**src/rtl/sense_detector_if.sv**
```systemverilog
// Sample/pace inputs and beat outputs of sense_detector, bundled as one port.
// The master drives the electrogram and pace; the slave (the detector) reports beats.
interface sense_detector_if #(
    parameter int unsigned SAMPLE_W = 12
);
    logic                sample_valid;
    logic [SAMPLE_W-1:0] sample;
    logic [SAMPLE_W-1:0] sense_threshold;
    logic                pace_in;
    logic                heartbeat_out;
    logic                refractory;
    logic [15:0]         beat_count;

    modport master (
        output sample_valid,
        output sample,
        output sense_threshold,
        output pace_in,
        input  heartbeat_out,
        input  refractory,
        input  beat_count
    );

    modport slave (
        input  sample_valid,
        input  sample,
        input  sense_threshold,
        input  pace_in,
        output heartbeat_out,
        output refractory,
        output beat_count
    );
endinterface

```
**src/rtl/sense_detector.sv**
```systemverilog
// Electrogram beat detector: debounce, refractory, pace blanking and a saturating beat count.
// Defining SENSE_HYST_EN lowers the re-arm level to sense_threshold - HYST.
module sense_detector #(
    parameter int unsigned SAMPLE_W       = 12,
    parameter int unsigned DEBOUNCE       = 3,
    parameter int unsigned REFRACT_CYCLES = 200,
    parameter int unsigned BLANK_CYCLES   = 40,
    parameter int unsigned HYST           = 64
) (
    input  logic           clk,
    input  logic           rst,
    sense_detector_if.slave bus
);
    localparam int unsigned DebW   = $clog2(DEBOUNCE) + 1;
    localparam int unsigned RefMax = (REFRACT_CYCLES > BLANK_CYCLES) ? REFRACT_CYCLES
                                                                     : BLANK_CYCLES;
    localparam int unsigned RefW   = $clog2(RefMax) + 1;

    localparam logic [DebW-1:0] DebTarget = DebW'(DEBOUNCE);
    localparam logic [DebW-1:0] DebOne    = DebW'(1);
    localparam logic [RefW-1:0] RefLoad   = RefW'(REFRACT_CYCLES);
    localparam logic [RefW-1:0] BlankLoad = RefW'(BLANK_CYCLES);
    localparam logic [RefW-1:0] RefOne    = RefW'(1);

    if (DEBOUNCE < 1 || DEBOUNCE > 15 || REFRACT_CYCLES < 1 || BLANK_CYCLES < 1 ||
        HYST >= (1 << (SAMPLE_W + 1))) begin : g_bad_param
        $error("sense_detector: parameter out of range");
    end

    typedef enum logic [2:0] {
        StSense,
        StConfirm,
        StRefract,
        StWaitLow,
        StBlank
    } state_e;

    state_e          state_q, state_d;
    logic [DebW-1:0] deb_cnt_q, deb_cnt_d;
    logic [RefW-1:0] ref_cnt_q, ref_cnt_d;
    logic            hb_q, hb_d;
    logic            refr_q, refr_d;
    logic [15:0]     beat_count_q, beat_count_d;

    logic            qualify;
    logic            rearm;
    logic            declare;
    logic [DebW-1:0] deb_inc;
    logic [SAMPLE_W-1:0] rearm_level;

`ifdef SENSE_HYST_EN
    localparam logic [SAMPLE_W:0] HystW = (SAMPLE_W + 1)'(HYST);
    logic [SAMPLE_W:0] rearm_diff;

    // A borrow out of the subtraction means threshold < HYST: clamp to 0 (never re-arms).
    assign rearm_diff  = {1'b0, bus.sense_threshold} - HystW;
    assign rearm_level = rearm_diff[SAMPLE_W] ? '0 : rearm_diff[SAMPLE_W-1:0];
`else
    assign rearm_level = bus.sense_threshold;
`endif

    assign qualify = bus.sample_valid && (bus.sample >= bus.sense_threshold);
    assign rearm   = bus.sample_valid && (bus.sample < rearm_level);
    assign deb_inc = deb_cnt_q + DebOne;

    always_comb begin
        state_d   = state_q;
        deb_cnt_d = deb_cnt_q;
        ref_cnt_d = ref_cnt_q;
        declare   = 1'b0;

        if (bus.pace_in) begin
            // Pace wins over everything, including a debounce completing this cycle.
            state_d   = StBlank;
            ref_cnt_d = BlankLoad;
            deb_cnt_d = '0;
        end else begin
            case (state_q)
                StSense: begin
                    if (qualify) begin
                        if (DEBOUNCE == 1) begin
                            declare = 1'b1;
                        end else begin
                            deb_cnt_d = DebOne;
                            state_d   = StConfirm;
                        end
                    end
                end
                StConfirm: begin
                    if (qualify) begin
                        if (deb_inc == DebTarget) begin
                            declare = 1'b1;
                        end else begin
                            deb_cnt_d = deb_inc;
                        end
                    end else if (bus.sample_valid) begin
                        deb_cnt_d = '0;
                        state_d   = StSense;
                    end
                end
                StRefract, StBlank: begin
                    ref_cnt_d = ref_cnt_q - RefOne;
                    if (ref_cnt_q <= RefOne) begin
                        ref_cnt_d = '0;
                        state_d   = StWaitLow;
                    end
                end
                StWaitLow: begin
                    if (rearm) begin
                        state_d = StSense;
                    end
                end
                default: begin
                    state_d   = StSense;
                    deb_cnt_d = '0;
                    ref_cnt_d = '0;
                end
            endcase

            if (declare) begin
                state_d   = StRefract;
                ref_cnt_d = RefLoad;
                deb_cnt_d = '0;
            end
        end
    end

    always_comb begin
        hb_d         = declare;
        refr_d       = (state_d == StRefract) || (state_d == StBlank);
        beat_count_d = beat_count_q;
        if (declare && (beat_count_q != 16'hFFFF)) begin
            beat_count_d = beat_count_q + 16'd1;
        end
    end

    always_ff @(posedge clk) begin
        if (rst) begin
            state_q      <= StSense;
            deb_cnt_q    <= '0;
            ref_cnt_q    <= '0;
            hb_q         <= 1'b0;
            refr_q       <= 1'b0;
            beat_count_q <= '0;
        end else begin
            state_q      <= state_d;
            deb_cnt_q    <= deb_cnt_d;
            ref_cnt_q    <= ref_cnt_d;
            hb_q         <= hb_d;
            refr_q       <= refr_d;
            beat_count_q <= beat_count_d;
        end
    end

    assign bus.heartbeat_out = hb_q;
    assign bus.refractory    = refr_q;
    assign bus.beat_count    = beat_count_q;
endmodule

```
**src/flat_wrapper.sv**
```systemverilog
// flat-port wrapper written by rule: the top's interface ports become plain ports
module sense_detector_flat 
#(
    parameter int unsigned SAMPLE_W       = 12,
    parameter int unsigned DEBOUNCE       = 3,
    parameter int unsigned REFRACT_CYCLES = 200,
    parameter int unsigned BLANK_CYCLES   = 40,
    parameter int unsigned HYST           = 64
)
  (clk, rst, bus_sample_valid, bus_sample, bus_sense_threshold, bus_pace_in, bus_heartbeat_out, bus_refractory, bus_beat_count);
  sense_detector_if #(.SAMPLE_W(SAMPLE_W)) bus_i ();
  input  logic clk;
  input  logic rst;
  input wire logic [$bits(bus_i.sample_valid)-1:0] bus_sample_valid;
  input wire logic [$bits(bus_i.sample)-1:0] bus_sample;
  input wire logic [$bits(bus_i.sense_threshold)-1:0] bus_sense_threshold;
  input wire logic [$bits(bus_i.pace_in)-1:0] bus_pace_in;
  output wire logic [$bits(bus_i.heartbeat_out)-1:0] bus_heartbeat_out;
  output wire logic [$bits(bus_i.refractory)-1:0] bus_refractory;
  output wire logic [$bits(bus_i.beat_count)-1:0] bus_beat_count;
  assign bus_i.sample_valid = bus_sample_valid;
  assign bus_i.sample = bus_sample;
  assign bus_i.sense_threshold = bus_sense_threshold;
  assign bus_i.pace_in = bus_pace_in;
  assign bus_heartbeat_out = bus_i.heartbeat_out;
  assign bus_refractory = bus_i.refractory;
  assign bus_beat_count = bus_i.beat_count;
  sense_detector #(.SAMPLE_W(SAMPLE_W), .DEBOUNCE(DEBOUNCE), .REFRACT_CYCLES(REFRACT_CYCLES), .BLANK_CYCLES(BLANK_CYCLES), .HYST(HYST)) u_core (.clk(clk), .rst(rst), .bus(bus_i));
endmodule
```
**config.mk**
```make
export PLATFORM = sky130hd
export DESIGN_NAME = sense_detector_flat
export DESIGN_NICKNAME = d
export VERILOG_FILES = /design/src/rtl/sense_detector_if.sv /design/src/rtl/sense_detector.sv /design/src/flat_wrapper.sv
export SDC_FILE = /design/constraint.sdc
export NUM_CORES = 1
export LEC_CHECK = 0
export BUFFER_PORTS_ARGS = -buffer_cell sky130_fd_sc_hd__buf_2
export CAP_MARGIN = 20
export CORE_MARGIN = 3
export CORE_UTILIZATION = 58
export CTS_CLUSTER_DIAMETER = 200
export DETAILED_ROUTE_END_ITERATION = 8
export PLACE_DENSITY = 0.85
export SYNTH_ARGS = -nofsm -noshare
export SYNTH_HDL_FRONTEND = slang
export SYNTH_SLANG_ARGS = --single-unit
```
**constraint.sdc**
```tcl
create_clock -name clk -period 3 [get_ports clk]
set_input_delay 0.15 -clock clk [delete_from_list [all_inputs] [get_ports clk]]
set_output_delay 0.15 -clock clk [all_outputs]
set_load 0.05 [all_outputs]
```
# Word level (Yosys, flattened, before mapping)
# Cells that the tools add are included.
[word_totals] input_bits=28 regBits=33
[op_classes] reduce_logical=11 add_sub_neg=3 magnitude_cmp=3 mux=22 n_bitwise=1 n_eq_ne=13
[op_table] op="3-bit two-way mux" count=11
[op_table] op="9-bit one-hot mux with 2 select lines" count=1
[op_table] op="16-bit by 1-bit adder with 16-bit output, second input constant" count=1
[op_table] op="16-bit != test, second input constant" count=1
[op_table] op="3-bit by 2-bit == test with 1-bit output, second input constant" count=4
[op_table] op="12-bit >= comparator" count=1
[op_table] op="12-bit < comparator" count=1
[op_table] op="3-bit one-hot mux with 4 select lines" count=1
[op_table] op="9-bit by 1-bit less-or-equal comparator with 1-bit output, second input constant" count=1
[op_table] op="9-bit two-way mux" count=1
[op_table] op="3-bit one-hot mux with 3 select lines" count=1
[op_table] op="3-bit OR reduction" count=3
[op_table] op="9-bit by 1-bit subtractor with 9-bit output, second input constant" count=1
[op_table] op="8-bit two-way mux" count=1
[op_table] op="3-bit == test, second input constant" count=2
[op_table] op="6-bit two-way mux" count=1
[op_table] op="1-bit two-way mux" count=5
[op_table] op="2-bit by 1-bit != test with 1-bit output, second input constant" count=2
[op_table] op="4-bit AND reduction" count=1
[op_table] op="2-bit OR reduction" count=2
[op_table] op="3-bit by 1-bit adder with 3-bit output, second input constant" count=1
[op_table] op="3-bit by 1-bit == test with 1-bit output, second input constant" count=1
[op_table] op="1-bit logical AND" count=3
[op_table] op="3-bit zero test" count=1
[op_table] op="other kinds (5)" count=5

# Depth between registers and ports, before layout
# Gate-level depths: netlist (run 1).
[depth] word_depth=10 mapped_depth=9 mapped_depth_nobuf=8

# Worst setup path after synthesis (run 1)
# OpenSTA, ideal clock, no wires.
[synth_timing] path_type="register -> register" start="register u_core.beat_count_q[0] (netlist: u_core.bus.beat_count[0])" end="register u_core.beat_count_q[13] (netlist: u_core.bus.beat_count[13])" n_path_buf=0 path_stages_with_launch=8 setup_time_ps=70 arrival_ps=2120 slack_ps=810 path_cell_list="dfxtp_1 -> ha_1 -> nand3_1 -> nor2_1 -> a21o_1 -> or3_4 -> or4_1 -> a21oi_1"
[synth_via] elab_chain_len=2 word_cells_on_any_way=3 classes_between="1 x add/sub; 1 x eq/ne; 1 x reduce/logical"
[synth_rtl] item="start, declared" line="sense_detector.sv:43" source="logic [15:0] beat_count_q, beat_count_d;"
[synth_rtl] item="start signal, assigned" line="sense_detector.sv:151" source="beat_count_q <= beat_count_d;"
[synth_rtl] item="parallel branches: the longest is 2 deep, another holds 16-bit by 1-bit adder with 16-bit output"
# Several ways; the timed one is not identified.
# A chain may end at the register's enable or synchronous reset.

# Worst setup path after layout (run 1)
[layout_timing] start="register u_core.state_q[2]" end="register u_core.beat_count_q[13] (netlist: u_core.bus.beat_count[13])"
[layout_via] elab_chain_len=5
[layout_rtl] item="start, declared" line="sense_detector.sv:38" source="state_e state_q, state_d;"
[layout_rtl] item="start signal, assigned" line="sense_detector.sv:139" source="state_q <= StSense;"
[layout_rtl] item="start signal, assigned" line="sense_detector.sv:146" source="state_q <= state_d;"
[layout_rtl] item="3-bit by 1-bit == test with 1-bit output" line="sense_detector.sv:78" source="case (state_q)"
[layout_rtl] item="1-bit two-way mux" line="sense_detector.sv:78"
[layout_rtl] item="1-bit two-way mux (2 in series)" line="sense_detector.sv:72" source="if (bus.pace_in) begin"
[layout_rtl] item="1-bit logical AND" line="sense_detector.sv:132" source="if (declare && (beat_count_q != 16'hFFFF)) begin"
# Every way passes these cells. The select of a mux whose other input is x is not followed.

==> impl_summary.md, run 1 <==
CTS
The clock-pin slew on the worst setup and hold paths is ~0.10 ns. The cell sitting at the root of the clock tree is a sky130_fd_sc_hd__clkbuf_4. In this run the deepest clock path goes through 2 buffers.

The clock net in this run drives a total of 33 sinks. The maximum level of the CTS H-tree is 2. In this run, CTS created clock tree buffers numbering 5. The number of setup buffers added after CTS is 0. The clock reaches the later pin of the worst-skew pair after about 0.32 ns. The TritonCTS clock tree is yes. Gates resized during post-CTS repair numbered 0. For this design, the CTS-stage hold fixing added 0 buffers.

Setup path
The critical path is of the flip-flop to flip-flop type. The worst setup path is launched from a flip-flop. The worst reg-to-reg setup slack is between 0.7 and 0.8 ns.

Grouping stages by cell kind, the critical path spends the most delay in simple AND/OR/NAND/NOR gates. The required time of the critical path is ~3.3 ns. STA puts the critical path data arrival time at 2.48 ns. The startpoint identified for the worst register-to-register timing path is u_core.state_q[2]$_SDFF_PP0_.

The largest single stage delay on the critical path is 0.49 ns. In this run the worst setup path begins at u_core.state_q[2]$_SDFF_PP0_. The highest net fanout along the worst path is 11. The cell type of the slowest stage on the worst timing path is sky130_fd_sc_hd__or4_1. The critical path contains buffers and inverters numbering 0 combined. The critical path goes through nor3b_2, and2_1, nand3_2, or3_4, or4_1, a21oi_1.

STA classifies the critical path endpoint as a flip-flop.

Place
The post-DP HPWL is between 3000 and 4000 microns. The port buffer count is 45. The weighted congestion at the end of routability-driven global placement is about 0.94. The worst slack at placement is between 0.5 and 0.6 ns.

Power and ir drop
Power spread over the standard cell area amounts to between 300 and 400 mW/mm^2. The total internal power is approximately 640 uW. The worst-case vdd ir drop is between 0.3 and 0.4 mV. Net switching is roughly 29% of the power. The combinational power share is 21.2%. Registers are responsible for between 50% and 60% of the overall power.

Power comes to ~900 uW. The reported leakage power is 1.046 nW. In this run the power spent charging and discharging nets is about 260 uW. The clock network accounts for approximately 28% of the total power.

Yosys
Yosys mapped a number of flops with a built-in enable equal to 0. Summed over all instances, the cell type with the most area after synthesis is sky130_fd_sc_hd__dfxtp_1. After synthesis, the cell types taking the most area are sky130_fd_sc_hd__dfxtp_1 32%, sky130_fd_sc_hd__ha_1 10%, sky130_fd_sc_hd__nor2_1 6.1%, sky130_fd_sc_hd__a21oi_1 5.5%, sky130_fd_sc_hd__xnor2_1 4.2%. Synthesis produced a netlist with a net count of slightly above 300. The number of distinct library cell variants in the gate-level netlist after synthesis is 48. Synthesis handed over a netlist of ~260 instances. Among all flip-flop cells after synthesis, the most frequent one is sky130_fd_sc_hd__dfxtp_1. By count the netlist is led by 34 x sky130_fd_sc_hd__nor2_1, 33 x sky130_fd_sc_hd__dfxtp_1, 23 x sky130_fd_sc_hd__a21oi_1, 21 x sky130_fd_sc_hd__inv_1, 17 x sky130_fd_sc_hd__ha_1. The synthesis-stage register bit count is 33. Averaged over all synthesized cells, the footprint is between 7 and 8 sq um.

The number of warning messages in the yosys log is 0. The synthesized cell area is between 0.002 and 0.0025 sq mm. The proportion of synthesized chip area in sequential cells is 31.71%. Summed over its instances, the top area cell type makes up 31.71% of the synthesized netlist area. For this run, asynchronously set or reset flops after synthesis account for 0%. The most frequently used cell type in the post-synthesis netlist is sky130_fd_sc_hd__nor2_1.

Die
The die is between 60 and 70 microns tall. The floorplan step defined a core boundary enclosing 0.003390 sq mm. The initial core utilization is approximately three fifths. The floorplan step set the die width to approximately 66 microns. The number of ports placed on the die boundary is 46. The floorplan step defined a die boundary enclosing about 0.0043 sq mm.

The floorplan has 21 rows.

Flow run
Max-cap violations in this run came to 0.

Routing
The number of optimization iterations in the first detailed-route pass is 5. The final routed DRC violation total is 0. Using the TritonRoute via totals, the vias-per-cell ratio works out to 5.667.

The wire length per cell is around 13 microns. The routed layout has 2006 vias. The routed design has 4605 microns of wire.

In this run the remaining antenna-violating nets after routing total 0. In this run, the number of DRC markers left after iteration 0 of detailed routing was around 130.

Timing
Headroom to the max-slew limit came out at between 50% and 60%. The worst clock skew is 0.008106 ns. The transition at the pin with the smallest max-transition slack is around 0.73 ns. The total count of hold-check failures in the final report is 0. Derived from the worst setup path, the maximum achievable clock frequency is about 0.45 GHz. The number of max-slew violations in the final report is 0. Summed over all failing endpoints, the final setup total negative slack is 0 ns.

In the finished design, the share of the clock period the worst path needs comes to between 70% and 80%. The final worst setup slack is 0.7831 ns. The tightest hold path in the finished design has a slack of between 0.2 and 0.25 ns. Setup repair after global routing left no endpoint under its margin. Setup violations remaining at the end of the flow were counted as 0. The shortest clock period the worst path allows after layout is about 2.2 ns.

Global route
Across every metal layer, demand over resource in global routing totals about 22%. The largest net degree at the start of global routing is 25. The via count of the first global-routing pass was 1729. The first-pass GRT wire length is ~7700 microns. The global-route congestion overflow total is 0. The number of antenna violations at the first check in global routing is 0.

Layout
The multi-input combinational cells in the finished layout cover a total of about 0.0013 sq mm. The register area is between 600 and 700 sq um. The relative area change from synthesis to final layout is 14.90%. The count of antenna diodes in the layout is 0.

After filler insertion, the fill cell instance count of the layout stands at between 200 and 300. In the final design database the tool counted between 300 and 400 nets. The post-route netlist has approximately a fifth of its cells at a drive strength greater than 1.

Min path
The tightest min-delay check is of the input port to flip-flop type. The startpoint identified for the worst hold timing path is bus_pace_in.

Status
The flow ran to the end, and the final reports show no timing, DRC or antenna violations.
-- routing by layer --
| layer | part of all wire (%) | vias up | track usage (%) |
|---|---|---|---|
| li1 | - | 1033 | - |
| met4 | 1.3 | 0 | 7.107 |
| met3 | 9.5 | 7 | 5.102 |
| met5 | 0 | - | 0 |
| met1 | 43 | 876 | 29.41 |
| met2 | 46 | 90 | 35.92 |
-- state kept, by name (all words and copies together) (netlist names) --
name                      cells
u_core.deb_cnt_q              3
u_core.state_q                3
u_core.bus.refractory         1
u_core.ref_cnt_q              9
u_core.bus.heartbeat_out      1
u_core.bus.beat_count        16
-- final timing paths --
check / endpoint / cells past startpoint
min reg2reg: u_core.ref_cnt_q[4]$_SDFFE_PP0P_ / 2
max: u_core.bus.beat_count[13]$_SDFFE_PP0P_ / 6
max reg2reg: u_core.bus.beat_count[13]$_SDFFE_PP0P_ / 6
min: u_core.ref_cnt_q[5]$_SDFFE_PP0P_ / 3
-- stage by stage --
stage / area, sq um / instances / util, %
detailed placement: 2338 / 347 / 68.99
CTS: 2394 / 354 / 70.62
global placement: 2338 / 347 / 68.99
global route: 2394 / 354 / 70.62
floorplan: 2083 / 264 / -
finish: 2394 / 354 / 70.62
-- placed cells by master, fill, tap and decap left out, types with 2 or more instances in the layout --
cell	instances
sky130_fd_sc_hd__nor2_1	34
sky130_fd_sc_hd__nand4_1	3
sky130_fd_sc_hd__nor2b_1	4
sky130_fd_sc_hd__ha_1	17
sky130_fd_sc_hd__clkbuf_4	5
sky130_fd_sc_hd__or3_1	2
sky130_fd_sc_hd__xnor2_1	10
sky130_fd_sc_hd__buf_2	45
sky130_fd_sc_hd__nor3_1	9
sky130_fd_sc_hd__and4_1	3
sky130_fd_sc_hd__o31ai_1	2
sky130_fd_sc_hd__a31oi_1	6
sky130_fd_sc_hd__a21o_1	3
sky130_fd_sc_hd__mux2_2	2
sky130_fd_sc_hd__dfxtp_1	33
sky130_fd_sc_hd__a211oi_1	5
sky130_fd_sc_hd__o21ai_0	7
sky130_fd_sc_hd__inv_1	21
sky130_fd_sc_hd__and2_1	5
sky130_fd_sc_hd__and3_1	5
sky130_fd_sc_hd__xor2_1	4
sky130_fd_sc_hd__nor4_1	7
sky130_fd_sc_hd__a21oi_1	23
sky130_fd_sc_hd__nand2_1	15
sky130_fd_sc_hd__o21a_1	2
sky130_fd_sc_hd__a221oi_1	2
sky130_fd_sc_hd__nand3_1	11
-- cells by family (layout without fill, tap and decap cells) --
kind of cell | count (synthesis) | in the layout | synth area share, %
compound gates | 60 | 60 | 18.44
mux | 2 | 2 | 1.081
buf+inv | 30 | 74 | 5.466
xor+xnor | 14 | 14 | 5.886
fa+ha+maj | 17 | 17 | 10.21
flops | 33 | 33 | 31.71
simple gates | 108 | 108 | 27.21
-- cell type report --
| cell class | instances | area share [%] |
|---|---|---|
| multi-input combinational | 201 | 54.68 |
| sequential | 33 | 27.60 |
| timing repair buffer | 46 | 9.723 |
| inverter | 21 | 3.293 |
| tap | 46 | 2.405 |
| clock buffer | 7 | 2.300 |
-- power by group through the flow --
stage                     combinational, mW  sequential (mW)  clock (mW)
after global routing                  0.218            0.465       0.270
after detailed placement              0.190            0.473           0
after CTS                             0.192            0.462       0.256
after global placement                0.186            0.472           0
after floorplan                       0.139            0.473           0
final                                 0.191            0.463       0.248
-- worst min-delay path: stages --
cell and delay (ns):
sky130_fd_sc_hd__buf_2 0.16, sky130_fd_sc_hd__a21oi_1 0.12, sky130_fd_sc_hd__a21oi_1 0.06
No activity file was read; power rests on OpenSTA's default activity.
==> run 2, diff against run 1 <==
--- a/config.mk
+++ b/config.mk
@@ -8,10 +8,10 @@
 export BUFFER_PORTS_ARGS = -buffer_cell sky130_fd_sc_hd__buf_2
 export CAP_MARGIN = 20
 export CORE_MARGIN = 3
-export CORE_UTILIZATION = 58
+export CORE_UTILIZATION = 54
 export CTS_CLUSTER_DIAMETER = 200
 export DETAILED_ROUTE_END_ITERATION = 8
-export PLACE_DENSITY = 0.85
+export PLACE_DENSITY = 0.79
 export SYNTH_ARGS = -nofsm -noshare
 export SYNTH_HDL_FRONTEND = slang
 export SYNTH_SLANG_ARGS = --single-unit
==> constraint.sdc (replaced) <==
create_clock -name clk -period 2.3 [get_ports clk]
set_input_delay 0.115 -clock clk [delete_from_list [all_inputs] [get_ports clk]]
set_output_delay 0.115 -clock clk [all_outputs]
set_load 0.05 [all_outputs]
==> impl_summary.md, run 2 (same netlist as run 1, synthesis figures left out) <==
Status
The run finished with clean final reports.

Layout
The final core utilization is just over 70%. The finished layout holds between 300 and 400 standard cells, fillers aside. The finished layout cell area is around 0.0025 sq mm. The net count reported at finish is 360.

The share of cells above drive strength 1 is between 20% and 30%. The register with the most flip-flops in the layout has 16 of them. Relative to the synthesized area, the layout overhead comes to 18.98%.

0 antenna diodes ended up in the layout. After filler insertion, the fill cell instance count of the layout stands at ~300. Leaving out fill and tap cells, the most frequent cells in the layout are 45 x sky130_fd_sc_hd__buf_2, 34 x sky130_fd_sc_hd__nor2_1, 33 x sky130_fd_sc_hd__dfxtp_1, 23 x sky130_fd_sc_hd__a21oi_1, 21 x sky130_fd_sc_hd__inv_1.

The library cell used most frequently in the layout, excluding fill and tap cells, is sky130_fd_sc_hd__buf_2.

Place
The number of placed instances, taps included, is approximately 350. Input and output buffers added on the ports amount to 45. Once placement finished, the instance area stood at about 0.0024 sq mm. At the end of routability-driven placement, the weighted congestion stood at between 0.8 and 0.9. The post-DP HPWL is 3582 microns.

Timing
Measured against its own limit, the worst slew margin works out to 67.34%. Static timing analysis puts the maximum clock frequency at around 0.5 GHz. Across the routed clock network, the largest skew measured is approximately 0.0031 ns.

For the pin with the worst max-slew slack, the measured transition is about 0.49 ns. Setup violations remaining at the end of the flow were counted as 0. The total count of hold-check failures in the final report is 0.

Setup repair after global routing left no endpoint under its margin. The number of max-slew violations in the final report was 0. Subtracting the final worst setup slack from the clock period gives a little over 2 ns.

The final setup TNS is 0 ns. The share of the clock period used by the worst path is around nine tenths.

CTS
After clock tree synthesis, the clock-pin slew on the worst setup and hold paths is 0.07 ns. Buffers inserted during clock tree synthesis total 5. Clock latency on the worst-skew pair, taken at its later pin, is ~0.29 ns.

The hold-fix buffer count after cts is 0. The number of setup buffers added after CTS is 0. TritonCTS built the clock tree. The number of buffers on the longest clock path is 2. CTS built an H-tree with a depth of 2. The number of clock sinks is 33. The cell at the root of the clock tree is sky130_fd_sc_hd__clkbuf_8.

Routing
The number of optimization iterations in the first detailed-route pass is 4. The iteration-0 DRC count of the detailed router is 97. The routed layout has about 2000 vias. In the final routed layout, each cell accounts on average for around 13 microns. The via-per-instance ratio is about 5.6.

After detailed routing, the number of remaining DRC violations is 0. The count of nets left with antenna violations once routing finished came out at 0. The final layout contains routed wiring with a total length of roughly 4600 microns.

Setup path
The type of the worst setup path is flip-flop to flip-flop. The largest single stage delay on the critical path is between 0.4 and 0.5 ns. The signal on the critical path passes through ha_1, nand3_1, nor2_1, a21o_1, or3_4, or4_1, a21oi_1.

The data arrival time of the worst path is 2.27 ns. The highest net fanout along the worst path is 5. The critical path launch point type is a flip-flop.

STA puts the critical path data required time at about 2.5 ns. The worst setup path is captured at a flip-flop. The cell type of the slowest stage on the worst timing path is sky130_fd_sc_hd__or4_1.

Die
The height of the chip is roughly 70 microns. The area enclosed by the die boundary is roughly 0.0046 sq mm. During I/O placement, the number of pins put on the boundary was 46. Once the floorplan was initialized, standard cells occupied 59.17% of the core. The total area inside the core boundary comes to around 0.0035 sq mm. The count of standard-cell rows is 21. The die span in x is between 60 and 70 microns.

Global route
The number of antenna violations at the first check in global routing is 0. The all-layer global routing usage is roughly 22%. Entering global routing, the biggest net connects 25 pins.

The first-pass GRT wire length is a little under 8000 microns. The via count of the first global-routing pass is between 1500 and 2000. The global-route congestion overflow total is 0.

Power and ir drop
The reported leakage power is 1.094 nW. VDD sags by at most between 0.4 and 0.5 mV. The power per cell area is between 500 and 600 mW/mm^2.

Min path
The tightest min-delay check is of the input port to flip-flop type.

Flow run
The max capacitance violation total is 0.
==> run 2: changes by cell type in the layout (fill, tap and decap cells not counted), sizes merged <==
cell    previous run  this run
buf               46        53
clkinv             0         2
clkbuf             7         6
==> run 2: where the power goes <==
| group | internal (mW) | switching, mW | total, mW |
|---|---|---|---|
| clock network | 0.210 | 0.219 | 0.429 |
| logic | 0.110 | 0.152 | 0.262 |
| registers | 0.586 | 0.0149 | 0.601 |
| total | 0.906 | 0.386 | 1.29 |
==> run 2: cell type report <==
cell class	count	area, sq um	area share (%)
repair buffers	53	285.3	11.51
clock inverters	2	10.01	0.4038
clock buffers	6	72.57	2.928
inverters	21	78.83	3.180
flip-flops and latches	33	660.6	26.65
well taps	46	57.56	2.322
multi-input cells	201	1314	53.00
==> run 2: metal layers <==
layer  vias to the layer above  global-route usage (%)  routed length [microns]
li1                       1051                       -                        -
met1                       906                   27.39                     2150
met2                        63                   36.10                     2081
met3                         7                   3.941                      324
met4                         0                   8.685                       63
met5                         -                       0                        0
==> run 2: metrics by stage <==
stage	hold slack (ns)	worst slack, ns	total power, mW
final	0.2172	0.2511	1.292
after global placement	0.4698	0.03684	0.8695
after global routing	0.2438	0.1156	1.359
after detailed placement	0.4785	-0.007724	0.8739
after floorplan	0.1995	0.1096	0.7980
after CTS	0.2138	0.1692	1.302
==> run 2: worst max-delay path: cells and delay by family (launching register included) <==
family,cells,cell delay (ns)
and+or+nand+nor,4,1.07
DFF,1,0.35
AOI/OAI and AO/OA,2,0.33
adders and majority gates,1,0.23
==> run 2: timing repair <==
item                                    CTS  global route
hold endpoints to repair                  0             0
endpoints found under the setup margin    0             2
resized for setup                         0             1
==> run 2: path summary, 6_finish.rpt <==
| kind | startpoint | end | slack [ns] | cells after the start |
|---|---|---|---|---|
| max | u_core.bus.beat_count[0]$_SDFFE_PP0P_ | u_core.bus.beat_count[13]$_SDFFE_PP0P_ | 0.25 | 7 |
| min reg2reg | u_core.ref_cnt_q[4]$_SDFFE_PP0P_ | u_core.ref_cnt_q[4]$_SDFFE_PP0P_ | 0.49 | 2 |
| max reg2reg | u_core.bus.beat_count[0]$_SDFFE_PP0P_ | u_core.bus.beat_count[13]$_SDFFE_PP0P_ | 0.25 | 7 |
| min | bus_sample_valid | u_core.state_q[1]$_SDFF_PP0_ | 0.22 | 3 |
==> run 3, diff against run 2 <==
--- a/config.mk
+++ b/config.mk
@@ -8,10 +8,9 @@
 export BUFFER_PORTS_ARGS = -buffer_cell sky130_fd_sc_hd__buf_2
 export CAP_MARGIN = 20
 export CORE_MARGIN = 3
-export CORE_UTILIZATION = 54
+export CORE_UTILIZATION = 40
 export CTS_CLUSTER_DIAMETER = 200
 export DETAILED_ROUTE_END_ITERATION = 8
-export PLACE_DENSITY = 0.79
 export SYNTH_ARGS = -nofsm -noshare
 export SYNTH_HDL_FRONTEND = slang
 export SYNTH_SLANG_ARGS = --single-unit
==> impl_summary.md, run 3 (same netlist as run 1, synthesis figures left out) <==
Place
The worst slack at placement is ~0.042 ns. The weighted congestion at the end of routability-driven global placement is around 0.76. Buffers placed on the I/O ports in this run total 45. Summed over all nets, the half-perimeter wirelength after detailed placement is 3601 microns.

Die
The area enclosed by the die boundary is 0.006110 sq mm. The number of ports placed on the die boundary is 46. Once the floorplan was initialized, standard cells occupied between 40% and 50% of the core.

The region available for standard cell placement spans 0.004880 sq mm. The floorplan has 25 rows. The height of the chip is roughly 78 microns. The die span in x is roughly 78 microns.

Timing
The total count of hold-check failures in the final report is 0. At the pin with the least slew margin, the transition time is slightly above 0.5 ns. The smallest clock period supported by the final layout is computed as just over 2 ns. The worst clock skew is roughly 0.003 ns. The worst path uses roughly nine tenths of the clock period. Setup violations remaining at the end of the flow were counted as 0. The number of max-slew violations in the final report is 0.

On the final layout, the worst hold slack is 0.2202 ns. The final worst setup slack is ~0.28 ns. Headroom to the max-slew limit came out at about 66%. The final setup TNS is 0 ns.

Static timing analysis puts the maximum clock frequency at 0.4939 GHz. Setup repair after global routing left no endpoint under its margin.

Power and ir drop
The proportion of total power due to net switching is 26.86%. The internal portion of the total power is about 1.1 mW. VDD sags by at most between 0.3 and 0.4 mV. In this run the static leakage power is roughly 1.1 nW. Sequential cells burn 41.6% of the power. The portion of total power attributed to the clock network is roughly two fifths.

Power spread over the standard cell area amounts to between 500 and 600 mW/mm^2. The combinational power share is about a fifth. The switching power is 388.1 uW.

Flow run
Max-cap violations in this run came to 0.

Layout
The flip-flop count of the largest register after layout is 16. The most frequent standard cell in the layout excluding fill and tap cells is sky130_fd_sc_hd__buf_2. The fill cell instance count of the final layout is 488. Summing all multi-input logic gate instances after layout gives 0.001314 sq mm. Once layout is complete, the utilization of the core stands at a little over half. In the layout the commonest cells are 45 x sky130_fd_sc_hd__buf_2, 34 x sky130_fd_sc_hd__nor2_1, 33 x sky130_fd_sc_hd__dfxtp_1, 23 x sky130_fd_sc_hd__a21oi_1, 21 x sky130_fd_sc_hd__inv_1. The share of cells above drive strength 1 is between 20% and 30%. The repair_antennas step left the layout with diodes totalling 0. The relative area change from synthesis to final layout is 23.66%. Summing all flip-flop and latch instances after layout gives about 660 sq um. At the end of the flow, the number of nets in the layout was 365.

Routing
The wire length per cell is around 12 microns. After detailed routing, the total wire length is around 4800 microns. The first detailed-routing pass took 4 iterations. The via-per-instance ratio is roughly 5.2. The via count of the routed design is just over 2000. The count of nets left with antenna violations once routing finished came out at 0. After detailed routing, the number of remaining DRC violations is 0. The iteration-0 DRC count of the detailed router is 66.

CTS
The cell at the root of the clock tree is sky130_fd_sc_hd__clkbuf_8. TritonCTS built the clock tree. For this design, the sink count on the clock tree is 33.

The hold-fix buffer count after cts is 0. The TritonCTS buffer count is 5. The later pin in the worst-skew pair is clocked with a latency of approximately 0.29 ns.

No sink is reached through more buffers than the 2 on the longest clock path. The clock-pin slew on the worst setup and hold paths is about 0.070 ns. The maximum level of the CTS H-tree is 2.

Global route
The first-pass GRT wire length is 8142 microns. The all-layer global routing usage is between 15 and 20%. The global-route layer with the greatest usage is met2.

Global routing used between 20% and 30% of the available met2 tracks. The via count of the first global-routing pass is roughly 1900. Global routing finished with a remaining overflow of 0. The number of antenna violations at the first check in global routing is 0. For met3 alone, demand over resource in global routing was between 3 and 4%. For this run, global-route usage on met1 was measured as between 10% and 20%. Entering global routing, the biggest net connects 25 pins.

Min path
The worst hold path belongs to the class input port to flip-flop.

Setup path
Along the worst path, the maximum fanout reaches 4. Counting both buffers and inverters, the worst setup path holds a total of 0. The worst setup path is of the flip-flop to flip-flop kind. The critical path launch point type is a flip-flop.

The family with the most delay on the worst path is simple AND/OR/NAND/NOR gates. The worst stage delay on the critical path is 0.42 ns. Data arrives at the worst endpoint at between 2 and 2.5 ns. STA puts the critical path data required time at between 2 and 2.5 ns.

The capturing element type of the critical path is a flip-flop. The cell type of the slowest stage on the worst timing path is sky130_fd_sc_hd__or3_4. Traced cell by cell, the critical path runs through ha_1, xnor2_1, nand3_2, or3_4, nor3_1, mux2_2.

Status
The flow ran to the end, and the final reports show no timing, DRC or antenna violations.
## run 3: cell count changes in the layout (fill, tap and decap cells not counted)
cell	before	now
sky130_fd_sc_hd__bufinv_16	0	1
sky130_fd_sc_hd__buf_4	8	13
sky130_fd_sc_hd__clkinv_2	2	0
sky130_fd_sc_hd__clkbuf_8	5	6
## run 3: worst reg2reg max path, stage by stage, from the launching register on
cell and delay (ns):
sky130_fd_sc_hd__dfxtp_1 0.33, sky130_fd_sc_hd__ha_1 0.21, sky130_fd_sc_hd__xnor2_1 0.26, sky130_fd_sc_hd__nand3_2 0.12
sky130_fd_sc_hd__or3_4 0.42, sky130_fd_sc_hd__nor3_1 0.23, sky130_fd_sc_hd__mux2_2 0.35
## run 3: through the flow
| step | power [mW] | instances | area, sq um |
|---|---|---|---|
| finish | 1.445 | 388 | 2576 |
| global route | 1.519 | 388 | 2576 |
| floorplan | 0.7980 | 264 | 2083 |
| CTS | 1.466 | 388 | 2571 |
| global placement | 0.8810 | 380 | 2455 |
| detailed placement | 0.8835 | 380 | 2455 |
## run 3: metal layers
layer	routed length, microns	part of all wire [%]
met5	0	0
met4	74	1.6
met3	223	4.7
met2	2125	45
met1	2341	49
## run 3: final cells by class
cell class | instances | share of cell area [%]
clock inverters | 1 | 1.166
clock buffers | 7 | 3.351
repair buffers | 58 | 12.53
inverters | 21 | 3.060
multi-input cells | 201 | 51.00
well taps | 67 | 3.254
flip-flops and latches | 33 | 25.64
## run 3: timing repair
action                     4_1_cts  5_1_grt
setup endpoints to repair        0        2
resized for setup                0        1
setup buffers                    0        0
## run 3: power groups by stage
stage               combinational [mW]  sequential, mW  clock (mW)
global route                     0.306           0.603       0.611
finish                           0.272           0.601       0.572
CTS                              0.272           0.600       0.593
floorplan                        0.181           0.617           0
global placement                 0.268           0.613           0
detailed placement               0.270           0.614           0
## run 3: worst paths after layout
| kind | from | to | slack [ns] | depth (start not counted) |
|---|---|---|---|---|
| worst max-delay path | u_core.deb_cnt_q[0]$_SDFFE_PP0P_ | u_core.bus.beat_count[15]$_SDFFE_PP0P_ | 0.28 | 6 |
| worst max register to register | u_core.deb_cnt_q[0]$_SDFFE_PP0P_ | u_core.bus.beat_count[15]$_SDFFE_PP0P_ | 0.28 | 6 |
| worst min register to register | u_core.ref_cnt_q[4]$_SDFFE_PP0P_ | u_core.ref_cnt_q[4]$_SDFFE_PP0P_ | 0.48 | 2 |
| worst min-delay path | bus_pace_in | u_core.ref_cnt_q[5]$_SDFFE_PP0P_ | 0.22 | 3 |
